File: src/rtl/csa_resolve.sv
// csa_resolve
// Resolves a carry-save pair (sum vector in_s, carry vector in_co of weight 2)
// into a plain binary value out_sum = in_s + 2*in_co. It is built as a segmented,
// pipelined carry-propagate adder that adds SEG bits per stage, with a
// valid/ready handshake and a tag carried through unchanged.
//
// Ports
//   clk        clock, rising edge
//   rstN       synchronous active-low reset
//   in_valid   input pair present
//   in_ready   pair accepted this cycle (= !out_valid | out_ready)
//   in_s       sum vector, CSAWIDTH bits
//   in_co      carry vector, CSAWIDTH bits, weight 2
//   in_tag     sideband tag, TAGW bits
//   out_valid  result present
//   out_ready  downstream accepts the result
//   out_sum    binary result, CSAWIDTH+2 bits, never truncated
//   out_tag    tag that was accepted with out_sum
module csa_resolve #(
  parameter int CSAWIDTH = 27,
  parameter int SEG      = 8,
  parameter int TAGW     = 8
) (
  input  logic                  clk,
  input  logic                  rstN,
  input  logic                  in_valid,
  output logic                  in_ready,
  input  logic [CSAWIDTH-1:0]   in_s,
  input  logic [CSAWIDTH-1:0]   in_co,
  input  logic [TAGW-1:0]       in_tag,
  output logic                  out_valid,
  input  logic                  out_ready,
  output logic [CSAWIDTH+1:0]   out_sum,
  output logic [TAGW-1:0]       out_tag
);

  localparam int OUTW   = CSAWIDTH + 2;
  localparam int STAGES = (OUTW + SEG - 1) / SEG;

  // Per-stage state: both operands, the partially resolved result, the
  // carry out of the slice that stage added, the tag and a valid bit.
  logic [STAGES-1:0]                vld_q,   vld_d;
  logic [STAGES-1:0]                cy_q,    cy_d;
  logic [STAGES-1:0][OUTW-1:0]      opa_q,   opa_d;
  logic [STAGES-1:0][OUTW-1:0]      opb_q,   opb_d;
  logic [STAGES-1:0][OUTW-1:0]      res_q,   res_d;
  logic [STAGES-1:0][TAGW-1:0]      tag_q,   tag_d;

  // Global stall: the whole pipe moves only when the last stage can empty.
  logic advance_s;
  assign advance_s = !vld_q[STAGES-1] || out_ready;
  assign in_ready  = advance_s;

  for (genvar k = 0; k < STAGES; k++) begin : g_stage
    localparam int LO = k * SEG;
    // The top slice may be narrower than SEG.
    localparam int W  = ((OUTW - LO) < SEG) ? (OUTW - LO) : SEG;

    logic [OUTW-1:0] a_in_s;
    logic [OUTW-1:0] b_in_s;
    logic [OUTW-1:0] r_in_s;
    logic            c_in_s;
    logic [TAGW-1:0] t_in_s;
    logic            v_in_s;
    logic [W:0]      slice_s;
    logic [OUTW-1:0] r_new_s;

    if (k == 0) begin : g_first
      // Zero-extend both vectors; the carry vector enters already doubled.
      assign a_in_s = {2'b00, in_s};
      assign b_in_s = {1'b0, in_co, 1'b0};
      assign r_in_s = '0;
      assign c_in_s = 1'b0;
      assign t_in_s = in_tag;
      assign v_in_s = in_valid;
    end else begin : g_rest
      assign a_in_s = opa_q[k-1];
      assign b_in_s = opb_q[k-1];
      assign r_in_s = res_q[k-1];
      assign c_in_s = cy_q[k-1];
      assign t_in_s = tag_q[k-1];
      assign v_in_s = vld_q[k-1];
    end

    assign slice_s = {1'b0, a_in_s[LO +: W]} + {1'b0, b_in_s[LO +: W]}
                   + {{W{1'b0}}, c_in_s};

    // Splice this stage's resolved slice into the running result.
    always_comb begin
      r_new_s           = r_in_s;
      r_new_s[LO +: W]  = slice_s[W-1:0];
    end

    // The carry out of the top slice is always 0 and simply goes unused.
    assign res_d[k] = r_new_s;
    assign cy_d[k]  = slice_s[W];
    assign opa_d[k] = a_in_s;
    assign opb_d[k] = b_in_s;
    assign tag_d[k] = t_in_s;
    assign vld_d[k] = v_in_s;
  end

  // Pipeline registers: clear on reset, shift together on advance, else hold.
  always_ff @(posedge clk) begin
    if (!rstN) begin
      vld_q <= '0;
      cy_q  <= '0;
      opa_q <= '0;
      opb_q <= '0;
      res_q <= '0;
      tag_q <= '0;
    end else if (advance_s) begin
      vld_q <= vld_d;
      cy_q  <= cy_d;
      opa_q <= opa_d;
      opb_q <= opb_d;
      res_q <= res_d;
      tag_q <= tag_d;
    end else begin
      vld_q <= vld_q;
      cy_q  <= cy_q;
      opa_q <= opa_q;
      opb_q <= opb_q;
      res_q <= res_q;
      tag_q <= tag_q;
    end
  end

  assign out_valid = vld_q[STAGES-1];
  assign out_sum   = res_q[STAGES-1];
  assign out_tag   = tag_q[STAGES-1];

endmodule
File: config.mk
export PLATFORM = sky130hd
export DESIGN_NAME = csa_resolve
export DESIGN_NICKNAME = d
export VERILOG_FILES = /design/src/rtl/csa_resolve.sv
export SDC_FILE = /design/constraint.sdc
export NUM_CORES = 1
export LEC_CHECK = 0
export CORE_MARGIN = 2
export CORE_UTILIZATION = 54
export DETAILED_ROUTE_END_ITERATION = 10
export GPL_ROUTABILITY_DRIVEN = 0
export HOLD_SLACK_MARGIN = 0.15
export PLACE_DENSITY = 0.79
export SLEW_MARGIN = 15
export SYNTH_ARGS = -nofsm -noshare
export SYNTH_HDL_FRONTEND = slang
export SYNTH_SLANG_ARGS = --single-unit
File: constraint.sdc
create_clock -name clk -period 3.6 [get_ports clk]
set_clock_uncertainty 0.15 [all_clocks]
set_input_delay 0.54 -clock clk [delete_from_list [all_inputs] [get_ports clk]]
set_output_delay 0.54 -clock clk [all_outputs]
set_load 0.02 [all_outputs]
* Word-level counts from Yosys, hierarchy flattened
Cells that the tools add are included.
** Cells by class
- Reductions and logical operators :: 2
- Add/sub/neg operators :: 7
** Operators by type and width (count)
- 8-bit by 8-bit adder with 9-bit output :: 3
- 9-bit by 1-bit adder with 9-bit output :: 2
- 3-bit by 4-bit adder with 5-bit output :: 1
- 5-bit by 1-bit adder with 5-bit output :: 1
- 1-bit zero test :: 1
- 1-bit logical OR :: 1
** Word-level totals
- Logic and storage cells :: 25
- Input bits :: 66
- Register bits after elaboration :: 278
- Output and inout port bits :: 39

* Logic depth before layout (Yosys ltp)
- Depth in word-level cells :: 2
- Depth in mapped cells :: 7
- Gate-level depth less buffers :: 7

* Least setup slack after synthesis
Ideal clock, no wire load.
- Path type :: register to register
- From :: register cy_q[0]
- To :: register cy_q[1]
- Path slack :: 1341 ps
- Clock period less this slack :: 2259 ps
- Library setup time :: 116 ps
- Buffers on the path :: 0
- Cell stages (with the launch flop) :: 7
- Required time :: 3334 ps
- Data arrival time :: 1993 ps
- Cell sequence :: dfxtp_1 > fa_1 > fa_1 > a211o_2 > o211ai_1 > a21oi_1 > a31o_2
** On the way
- Cells in the longest elaborated chain, start to end :: 1
** Ends and longest elaborated chain
- from (decl) :: RTL line 43 : logic [STAGES-1:0] cy_q, cy_d;
- from (signal assigned) :: RTL line 114 : cy_q <= cy_d;
- from (signal assigned) :: RTL line 121 : cy_q <= cy_q;
- 9-bit by 1-bit adder with 9-bit output :: RTL line 86 : + {{W{1'b0}}, c_in_s};
No other way between the ends.
A chain may end at the register's enable or synchronous reset.

* Worst setup path after layout
- From :: input port out_ready
- To :: output port in_ready
** On the way
- Cells in the longest elaborated chain, start to end :: 1
** Ends and longest elaborated chain
- from (decl) :: RTL line 32 : input logic out_ready,
- 1-bit logical OR :: RTL line 51 : assign advance_s = !vld_q[STAGES-1] || out_ready;
- to (decl) :: RTL line 27 : output logic in_ready,
No other way between the ends.

==> summary.md <==
| Metric | Value |
|---|---|
| Die Ht | 121 um |
| First-pass GRT wire length | 25500 um |
| Reg area | 3700 sq um |
| Core area | 13300 sq um |
| Setup slack after layout | 898 ps |
| Vias | 6124 |
| Clock slew at reported path FFs | 60 ps |
| Clock tree from TritonCTS | yes |
| CP Class | in2out |
| CP required | 2910 ps |
| Worst min-delay path startpoint | out_tag[0]$_SDFFE_PN0P_ |
| Vias in the first global route | 5547 |
| Hold buffer count at CTS | 0 |
| M1 WL | 7370 um |
| Maximum VDD drop | 0.000323 V |
| Metal3 WL | 746 um |
| R2r endpoint | cy_q[1]$_SDFFE_PN0P_ |
| Syn_area_per_cell | 8.11 sq um |
| Root Driver | clkbuf_16 |
| Layout Nets | 1081 |
| Setup Fix Bufs, Post-CTS | 0 |
| Crit end category | output pin |
| Routed wire length | 15500 um |
| Drt first-iter violations | 507 |
| Initial antenna violation count | 0 |
| Clock Latency Late Sink | 430 ps |
| Largest delay contributor family on the critical path | buffers and inverters |
| Met2 Wirelength | 7200 um |
| Synth Register Bits | 185 |
| Post-placement cell count | 1142 |
| FP Rows | 42 |
| Placed cell area | 8530 sq um |
| Hold/Removal Path Class | reg2reg |
| Placement Setup Slack | 895 ps |
| Final min period | 2700 ps |
| Slew Limit Fails | 0 |
| Max_slew headroom | 0.452 |
| Outcome | finished clean |
| CP max-delay cell | clkdlybuf4s50_1 |
| Largest net degree at the start of global routing | 188 |
| Area Overhead vs Synth | 22.1% |
| Worst hold path cell count | 2 |
| Die Width | 121 um |
| H-tree Lvls | 4 |
| All-Layer GR Usage | 0.214 |
| CP cell instances | clkdlybuf4s50_1, nor2b_4, inv_6, clkdlybuf4s50_1 |
| Non-filler cells, final | 1173 |
| Crit-path max cell delay | 670 ps |
| Startpoint Class | primary input |
| Die area | 14700 sq um |
| R2R cell count | 6 |
| CP arrival | 2010 ps |
| Max Cap Violations | 0 |
| First-pass iteration count of the detailed router | 5 |
| Share of the yosys chip area belonging to registers | 0.498 |
| R2R Setup Slk | 1170 ps |
| Unrepaired setup endpoints after global routing | no |
| Fmax | 0.370 GHz |
| Cell Area, Synth | 7440 sq um |
| Cts bufs inserted | 17 |
| Cell Pwr Density | 479 nW/um^2 |
| Max Root-Sink Buffers | 2 |
| DR WL/cell | 13.2 um |
| Worst-Margin Slew | 821 ps |
| R2r startpoint | cy_q[0]$_SDFFE_PN0P_ |
| Setup tns final | 0 ps |
| Post-synth EDFFs | 0 |
| Primary FF master, synth | dfxtp_1 |
| Starting density of the core | 0.557 |
| I/O Buffers | 104 |
| Area of the multi-input gates | 3420 sq um |
| Share of cells above drive strength 1 | 0.0491 |
| Synth Net Count | 1013 |
| Synth Instances | 917 |
| Min-Delay Endpoint | out_tag[0]$_SDFFE_PN0P_ |
| Buf/Inv on CP | 3 |
| Fillers | 1189 |
| N_diodes | 0 |
| Post-CTS resize count | 0 |
| Detail Placement HPWL | 9720 um |
| P_leak | 3.55 nW |
| Final Cycle Share | 0.751 |
| Cell area after layout | 9080 sq um |
| YS warnings | 0 |
| Final Hold Vio Count | 0 |
| Worst-path fanout max | 36 |
| Share of synthesized registers carrying an async set or reset | 0 |
| Cell mode on critical path | clkdlybuf4s50_1 |
| Via-per-instance ratio | 5.22 |
| Top routing layer used | met4 |
| Total gr overflow | 0 |
| Clock sinks | 185 |
| Final Setup Violations | 0 |
| Post-DRT Antenna Nets | 0 |
| Pwr Total | 4.35 mW |
| DR DRC count | 0 |
| Count of cell types in the netlist | 44 |
| Boundary Pins | 105 |
## cells in the mapped netlist, types with 4 or more instances
master | instances | area (sq um)
nand2_1 | 325 | 1220
dfxtp_1 | 185 | 3700
a21oi_1 | 171 | 856
clkbuf_1 | 32 | 120
buf_2 | 24 | 120
ha_1 | 23 | 288
nand3_1 | 15 | 75.1
nor2_1 | 14 | 52.6
inv_1 | 10 | 37.5
a211oi_1 | 9 | 67.6
nand4b_1 | 9 | 78.8
o21a_1 | 8 | 60.1
a211o_1 | 7 | 61.3
fa_1 | 7 | 140
o211ai_1 | 7 | 52.6
o21ai_0 | 7 | 35.0
nor3_1 | 6 | 30.0
a21o_1 | 5 | 37.5
nor2b_1 | 5 | 31.3
buf_1 | 4 | 15.0
or3_1 | 4 | 25.0
## cell type report
cell class,count,area share
clock inverters,8,0.00785
inverters,12,0.00606
flip-flops and latches,185,0.408
well taps,176,0.0243
multi-input cells,658,0.377
repair buffers,111,0.125
clock buffers,23,0.0526
## state kept, by name (all words and copies together), names as in the netlist
| register | flops |
|---|---|
| g_stage.r_in_s | 48 |
| g_stage.b_in_s | 36 |
| g_stage.a_in_s | 33 |
| out_sum | 29 |
| g_stage.t_in_s | 24 |
| out_tag | 8 |
| vld_q | 4 |
| cy_q | 3 |
## cell families (layout without fill, tap and decap cells)
group	Yosys count	after routing	synth area share
AOI/OAI and AO/OA	233	233	0.181
muxes	3	3	0.00404
adders and majority gates	30	30	0.0575
xor gates and xnor gates	4	4	0.00471
DFF	185	185	0.498
and+or+nand+nor	388	388	0.212
buffers and inverters	74	154	0.0429
## metal layers
metal / track usage / vias up
li1: - / 3194
met2: 0.331 / 115
met5: 0 / -
met1: 0.301 / 2802
met3: 0.0508 / 13
met4: 0.0582 / 0
## placed cells by master, fill, tap and decap left out, drive strengths merged, types with 2 or more instances in the layout
cell | Yosys | final
a211o | 9 | 9
a211oi | 9 | 9
a21o | 7 | 7
a21oi | 171 | 171
a31o | 2 | 2
and2 | 3 | 3
and3 | 3 | 3
buf | 30 | 7
clkbuf | 32 | 23
clkdlybuf4s50 | 0 | 104
clkinv | 0 | 6
dfxtp | 185 | 185
fa | 7 | 7
ha | 23 | 23
inv | 12 | 12
mux2i | 3 | 3
nand2 | 325 | 325
nand3 | 15 | 15
nand4b | 9 | 9
nor2 | 14 | 14
nor2b | 5 | 5
nor3 | 6 | 6
o211ai | 7 | 7
o21a | 9 | 9
o21ai | 9 | 9
o2bb2ai | 2 | 2
o31ai | 2 | 2
or2 | 3 | 3
or3 | 4 | 4
xnor2 | 3 | 3
## worst register-to-register path: stages, from the launching register on
cell and delay, ps:
dfxtp_1 360, fa_1 500, fa_1 440, a211o_2 350, o211ai_1 130, a21oi_1 140, a31o_2 250
## power by group
part	switching (mW)	internal [mW]	leakage [nW]	total, mW
Sequential	0.0578	2.16	1.52	2.21
Clock	0.730	0.998	0.273	1.73
Combinational	0.208	0.205	1.76	0.413
Total	0.996	3.36	3.55	4.35
## worst max-delay path by stage
stage / start / to / slack, ps / depth (start not counted)
floorplan: cy_q[0]$_SDFFE_PN0P_ / cy_q[1]$_SDFFE_PN0P_ / 1340 / 6
global placement: out_ready / in_ready / 900 / 4
detailed placement: out_ready / in_ready / 890 / 4
CTS: out_ready / in_ready / 900 / 4
global route: out_ready / in_ready / 850 / 4
finish: out_ready / in_ready / 900 / 4
## metrics by stage
| step | util | hold slack (ps) |
|---|---|---|
| after global routing | 0.680 | 310 |
| after CTS | 0.680 | 301 |
| after detailed placement | 0.639 | 292 |
| after floorplan | - | 282 |
| final | 0.680 | 299 |
| after global placement | 0.639 | 288 |
(Power assumes the default switching activity.)
==> patch 1, RTL diff (same flow settings) <==
The parameter `TAGW` goes from 8 to 16.
--- a/src/rtl/csa_resolve.sv
+++ b/src/rtl/csa_resolve.sv
@@ -21,3 +21,3 @@
   parameter int SEG      = 8,
-  parameter int TAGW     = 8
+  parameter int TAGW     = 16
 ) (
Interface: changed (resized in_tag and out_tag); port bits go from 105 to 121. The function was not compared with the original's and may differ.
==> patch 1 against the unedited design <==
  * Synthesized area increased by 21%
  * Setup slack got worse by 98 ps
  * Via count increased by 15%
  * Sequential cell count increased by 32
  * Sequential share of layout area decreased by 0.88 points
  * Final area increased by 20%
  * Largest cell class unchanged
  * Largest power group unchanged
  * Total power increased by 20%
  * Critical path type unchanged
  * Wire length increased by 20%
  * Cell count increased by 16%
==> patch 1: results (changes against the unedited design) <==
Placed design
  – HPWL after DPL: 11.7 mm (was 9.72 mm)
  – Pre-CTS setup slack: 796 ps (was 895 ps)
  – Area after DPL: 10200 µm² (was 8530 µm²)
  – Placed Cells: 1324 (was 1142)
  – I/O Buffers: 120 (was 104)

Cells and area
  – Final #Nets: 1232 (was 1081)
  – Ant diodes: 0 (unchanged)
  – Share of cells above drive strength 1: 0.0420 (was 0.0491)
  – Fill cell count: 1359 (was 1189)
  – Non-filler cells, final: 1362 (was 1173)

Routing
  – Wirelength, routed: 18.6 mm (was 15.5 mm)
  – Routed vias/inst: 5.17 (was 5.22)
  – Pre-Repair DR Iteration Count: 5 (unchanged)
  – Initial DRC count: 454 (was 507)

Clock network
  – Clock Path Buffers: 3 (was 2)
  – Clk_lat worst skew: 500 ps (was 430 ps)
  – CTS buffer count: 22 (was 17)
  – H-tree depth: 1 (was 4)
  – Hold-fix buffers at CTS: 0 (unchanged)
  – Gates resized, CTS repair: 0 (unchanged)
  – Setup Buffers After CTS: 0 (unchanged)

Critical path
  – Critical Path Source Type: primary input (unchanged)
  – Arr. time, crit path: 2110 ps (was 2010 ps)
  – Critical-path maximum fanout: 53 (was 36)
  – Max incr delay on CP: 680 ps

Global routing
  – Vias in the first global route: 6552 (was 5547)
  – Total track usage: 0.207 (was 0.214)
  – Initial antenna violation count: 0 (unchanged)
  – Global-route wire length before repair: 30.8 mm (was 25.5 mm)
  – Largest net degree at the start of global routing: 207 (was 188)

Status
  – Outcome: finished, final reports clean (unchanged)

Power and ir drop
  – VDD IR-drop max: 0.354 mV (was 0.323 mV)
  – Leak Pwr: 4.18 nW (was 3.55 nW)

Synth
  – Syn Nets: 1154 (was 1013)
  – Synth cell count leaders: 396 x nand2_1, 217 x dfxtp_1, 193 x a21boi_0 (was 325 x nand2_1, 185 x dfxtp_1, 171 x a21oi_1)
  – Post-synth cell types: 48 (was 44)
  – Mapped Cells: 1050 (was 917)
  – YS warnings: 0 (unchanged)
  – Sequential area share after synthesis: 0.483 (was 0.498)
  – Synth area leaders: dfxtp_1 48%, nand2_1 17%, a21boi_0 16% (was dfxtp_1 50%, nand2_1 16%, a21oi_1 12%)

STA
  – Worst-margin pin slew: 905 ps (was 821 ps)
-- patch 1: final timing paths --
check	startpoint	end	slack, ps	depth (start not counted)
max	out_ready	in_ready	800	4
min	out_tag[4]	out_tag[4]	310	2
min reg2reg	out_tag[4]	out_tag[4]	310	2
max reg2reg	cy_q[1]	g_stage[3].r_in_s[22]	1260	7
-- patch 1: tightest hold or removal path: stages (launching register included) --
cell and delay, ps:
dfxtp_1 310, nand2_1 40, a21boi_0 60
-- patch 1: cell families after synthesis --
group                      Yosys count  synth area share
and+or+nand+nor                    446             0.200
xor gates and xnor gates             8           0.00779
AOI/OAI and AO/OA                  262             0.214
adders and majority gates           30            0.0476
DFF                                217             0.483
buffers and inverters               85            0.0458
muxes                                2           0.00250
-- patch 1: power by group --
group / internal (W) / total, W / switching [W]
Combinational: 0.000232 / 0.000446 / 0.000214
Clock: 0.00130 / 0.00219 / 0.000892
Sequential: 0.00252 / 0.00259 / 0.0000686
-- patch 1: final cells by class --
type | count | area (µm²) | area share
sequential | 217 | 4340 | 0.399
multi-input combinational | 748 | 4250 | 0.390
timing repair buffer | 127 | 1280 | 0.117
clock buffer | 32 | 639 | 0.0587
tap | 220 | 275 | 0.0253
clock inverter | 6 | 55.1 | 0.00506
inverter | 12 | 50.0 | 0.00460
-- patch 1: metal layers --
metal	share of wire	global-route usage	routed length [µm]	vias to the layer above
met1	0.46	0.277	8610	3258
met2	0.48	0.351	8820	130
met4	0.016	0.0562	305	0
met5	0	0	0	-
met3	0.044	0.0318	813	27
li1	-	-	-	3620
==> patch 2, RTL diff (same settings) <==
Made on the original files. Reset style: asynchronous (`rstN`), changed in one clocked block. Comments in the files are not updated.
--- a/src/rtl/csa_resolve.sv
+++ b/src/rtl/csa_resolve.sv
@@ -103,3 +103,3 @@
   // Pipeline registers: clear on reset, shift together on advance, else hold.
-  always_ff @(posedge clk) begin
+  always_ff @(posedge clk or negedge rstN) begin
     if (!rstN) begin
Behaviour: differs if rstN is asserted again (counterexample within 10 cycles, from zero or initial values and one cycle with rstN low); with rstN held inactive, the same outputs for 10 cycles.
==> patch 2 against the unedited design <==
  * Wire length grew 0.41%
  * Sequential cell count unchanged
  * First-iteration DRC count shrank 25%
  * Worst hold slack improved by 3.5 ps
  * Count of clock-buffer cells in the layout up 2
  * Final area up 7.7%
  * Setup slack lost 64 ps
  * Synthesized area increased by 7.8%
  * Highest routed layer unchanged
  * Critical path type unchanged
  * Core utilization is 0.72 points lower
  * Largest cell class unchanged
Power is not compared: it rests on default switching activity, and its combinational part moved more than twofold at a synthesized area within 25%.
==> patch 2: results (changes against the unedited design) <==
Status
  – Outcome: finished, final reports clean (unchanged)

Synth
  – YS warnings: 0 (unchanged)
  – Post-synth cell types: 38 (was 44)
  – Average size of a mapped cell: 9.04 µm² (was 8.11 µm²)
  – Async SR Flop Fraction: 1.00 (was 0)
  – Syn Nets: 983 (was 1013)
  – Synth cell count leaders: 479 x nand2_1, 185 x dfrtp_1, 32 x buf_2 (was 325 x nand2_1, 185 x dfxtp_1, 171 x a21oi_1)
  – Sequential area share after synthesis: 0.577 (was 0.498)
  – Synth area leaders: dfrtp_1 58%, nand2_1 22%, ha_1 3.6% (was dfxtp_1 50%, nand2_1 16%, a21oi_1 12%)

Critical path
  – CP max-delay cell: clkdlybuf4s50_1 (unchanged)
  – Worst Setup SP: out_ready (unchanged)
  – Arr. time, crit path: 2080 ps (was 2010 ps)
  – R2r startpoint: cy_q[0] (unchanged)
  – R2r endpoint: cy_q[1] (unchanged)
  – Cell depth of the worst flop-to-flop path: 6 (unchanged)
  – Reg2reg setup slack: 1100 ps (was 1170 ps)
  – Critical-path maximum fanout: 52 (was 36)
  – Max incr delay on CP: between 600 and 700 ps

Global routing
  – Global-route wire length before repair: 26.7 mm (was 25.5 mm)
  – Largest net degree at the start of global routing: 172 (was 188)
  – Vias in the first global route: 5715 (was 5547)
  – Total track usage: 0.210 (was 0.214)

Cells and area
  – Final #Nets: 1074 (was 1081)
  – Max FFs per register: 47 (was 48)
  – Share of cells above drive strength 1: 0.0404 (was 0.0491)
  – Non-filler cells, final: 1175 (was 1173)
  – Ant diodes: 0 (unchanged)
  – Fill cell count: 1155 (was 1189)

Clock network
  – Worst-path clk slew: 60 ps (about the same)
  – Hold-fix buffers at CTS: 1 (was 0)
  – Clock Path Buffers: 2 (unchanged)
  – Clk_lat worst skew: 430 ps (about the same)
  – Gates resized, CTS repair: 0 (unchanged)
  – CTS buffer count: 17 (unchanged)
  – CTS root buffer: clkbuf_16 (unchanged)
  – Setup Buffers After CTS: 0 (unchanged)

Routing
  – Initial DRC count: 379 (was 507)
  – Wire per inst: 13.2 µm (about the same)
  – Routed vias/inst: 5.05 (was 5.22)
  – Pre-Repair DR Iteration Count: 4 (was 5)

STA
  – Slew headroom: 0.503 (was 0.452)

Min path
  – Worst min-delay path class: register to register (unchanged)

Placed design
  – HPWL after DPL: 10.1 mm (was 9.72 mm)
  – I/O Buffers: 104 (unchanged)

Power and ir drop
  – Leak Pwr: 4.94 nW
  – Internal power: 0.00549 W
-- patch 2: cell count changes after synthesis, moves of 7 or more --
cell      before  now
dfrtp_1        0  185
dfxtp_1      185    0
a21oi_1      171    7
nand2_1      325  479
clkbuf_1      32    6
o21ai_0        7   26
nand3_1       15    2
nor3b_1        0   10
nand4b_1       9    0
buf_2         24   32
o211ai_1       7    0
-- patch 2: layer usage --
| metal | global-route usage | vias to the layer above | share of wire |
|---|---|---|---|
| met5 | 0 | - | 0 |
| met4 | 0.0789 | 0 | 0.021 |
| met3 | 0.0501 | 26 | 0.033 |
| met2 | 0.343 | 96 | 0.49 |
| met1 | 0.276 | 2806 | 0.45 |
| li1 | - | 3008 | - |
-- patch 2: worst max-delay path, delay by kind of cell --
kind,cells,cell delay (ps)
buffers and inverters,3,1460
and+or+nand+nor,1,70
-- patch 2: power groups by stage --
stage	registers, W	clock network (W)	logic [W]
global route	0.00359	0.00202	0.00359
global placement	0.00349	0	0.00305
floorplan	0.00363	0	0.00198
detailed placement	0.00351	0	0.00314
finish	0.00348	0.00189	0.00316
CTS	0.00348	0.00192	0.00319
-- patch 2: per-stage QoR --
step	setup WS (ps)	utilization	hold slack, ps	instance area, µm²
global placement	808	0.631	290	9170
detailed placement	776	0.631	297	9170
finish	834	0.673	303	9780
CTS	813	0.673	311	9780
global route	760	0.673	334	9780
floorplan	1250	-	94.4	8020
-- patch 2: cell families after synthesis --
group,count (synthesis),synth area share
compound gates,81,0.0685
xor+xnor,3,0.00328
fa+ha+maj,30,0.0534
buf+inv,55,0.0317
flops,185,0.577
mux,3,0.00375
simple gates,530,0.262
-- patch 2: worst min path at each step --
stage / slack [ps] / cells after the start / start / endpoint
finish: 300 / 1 / vld_q[2] / vld_q[3]
CTS: 310 / 1 / vld_q[2] / vld_q[3]
detailed placement: 300 / 2 / vld_q[2] / vld_q[2]
global placement: 290 / 2 / vld_q[2] / vld_q[2]
floorplan: 90 / 0 / rstN / cy_q[0]
global route: 330 / 2 / g_stage[3].t_in_s[3] / g_stage[3].t_in_s[3]
-- patch 2: area by class of cell --
type / count / area share
flip-flops and latches: 185 / 0.473
repair buffers: 114 / 0.116
clock buffers: 25 / 0.0496
well taps: 184 / 0.0235
multi-input cells: 647 / 0.320
clock inverters: 7 / 0.0118
inverters: 13 / 0.00550
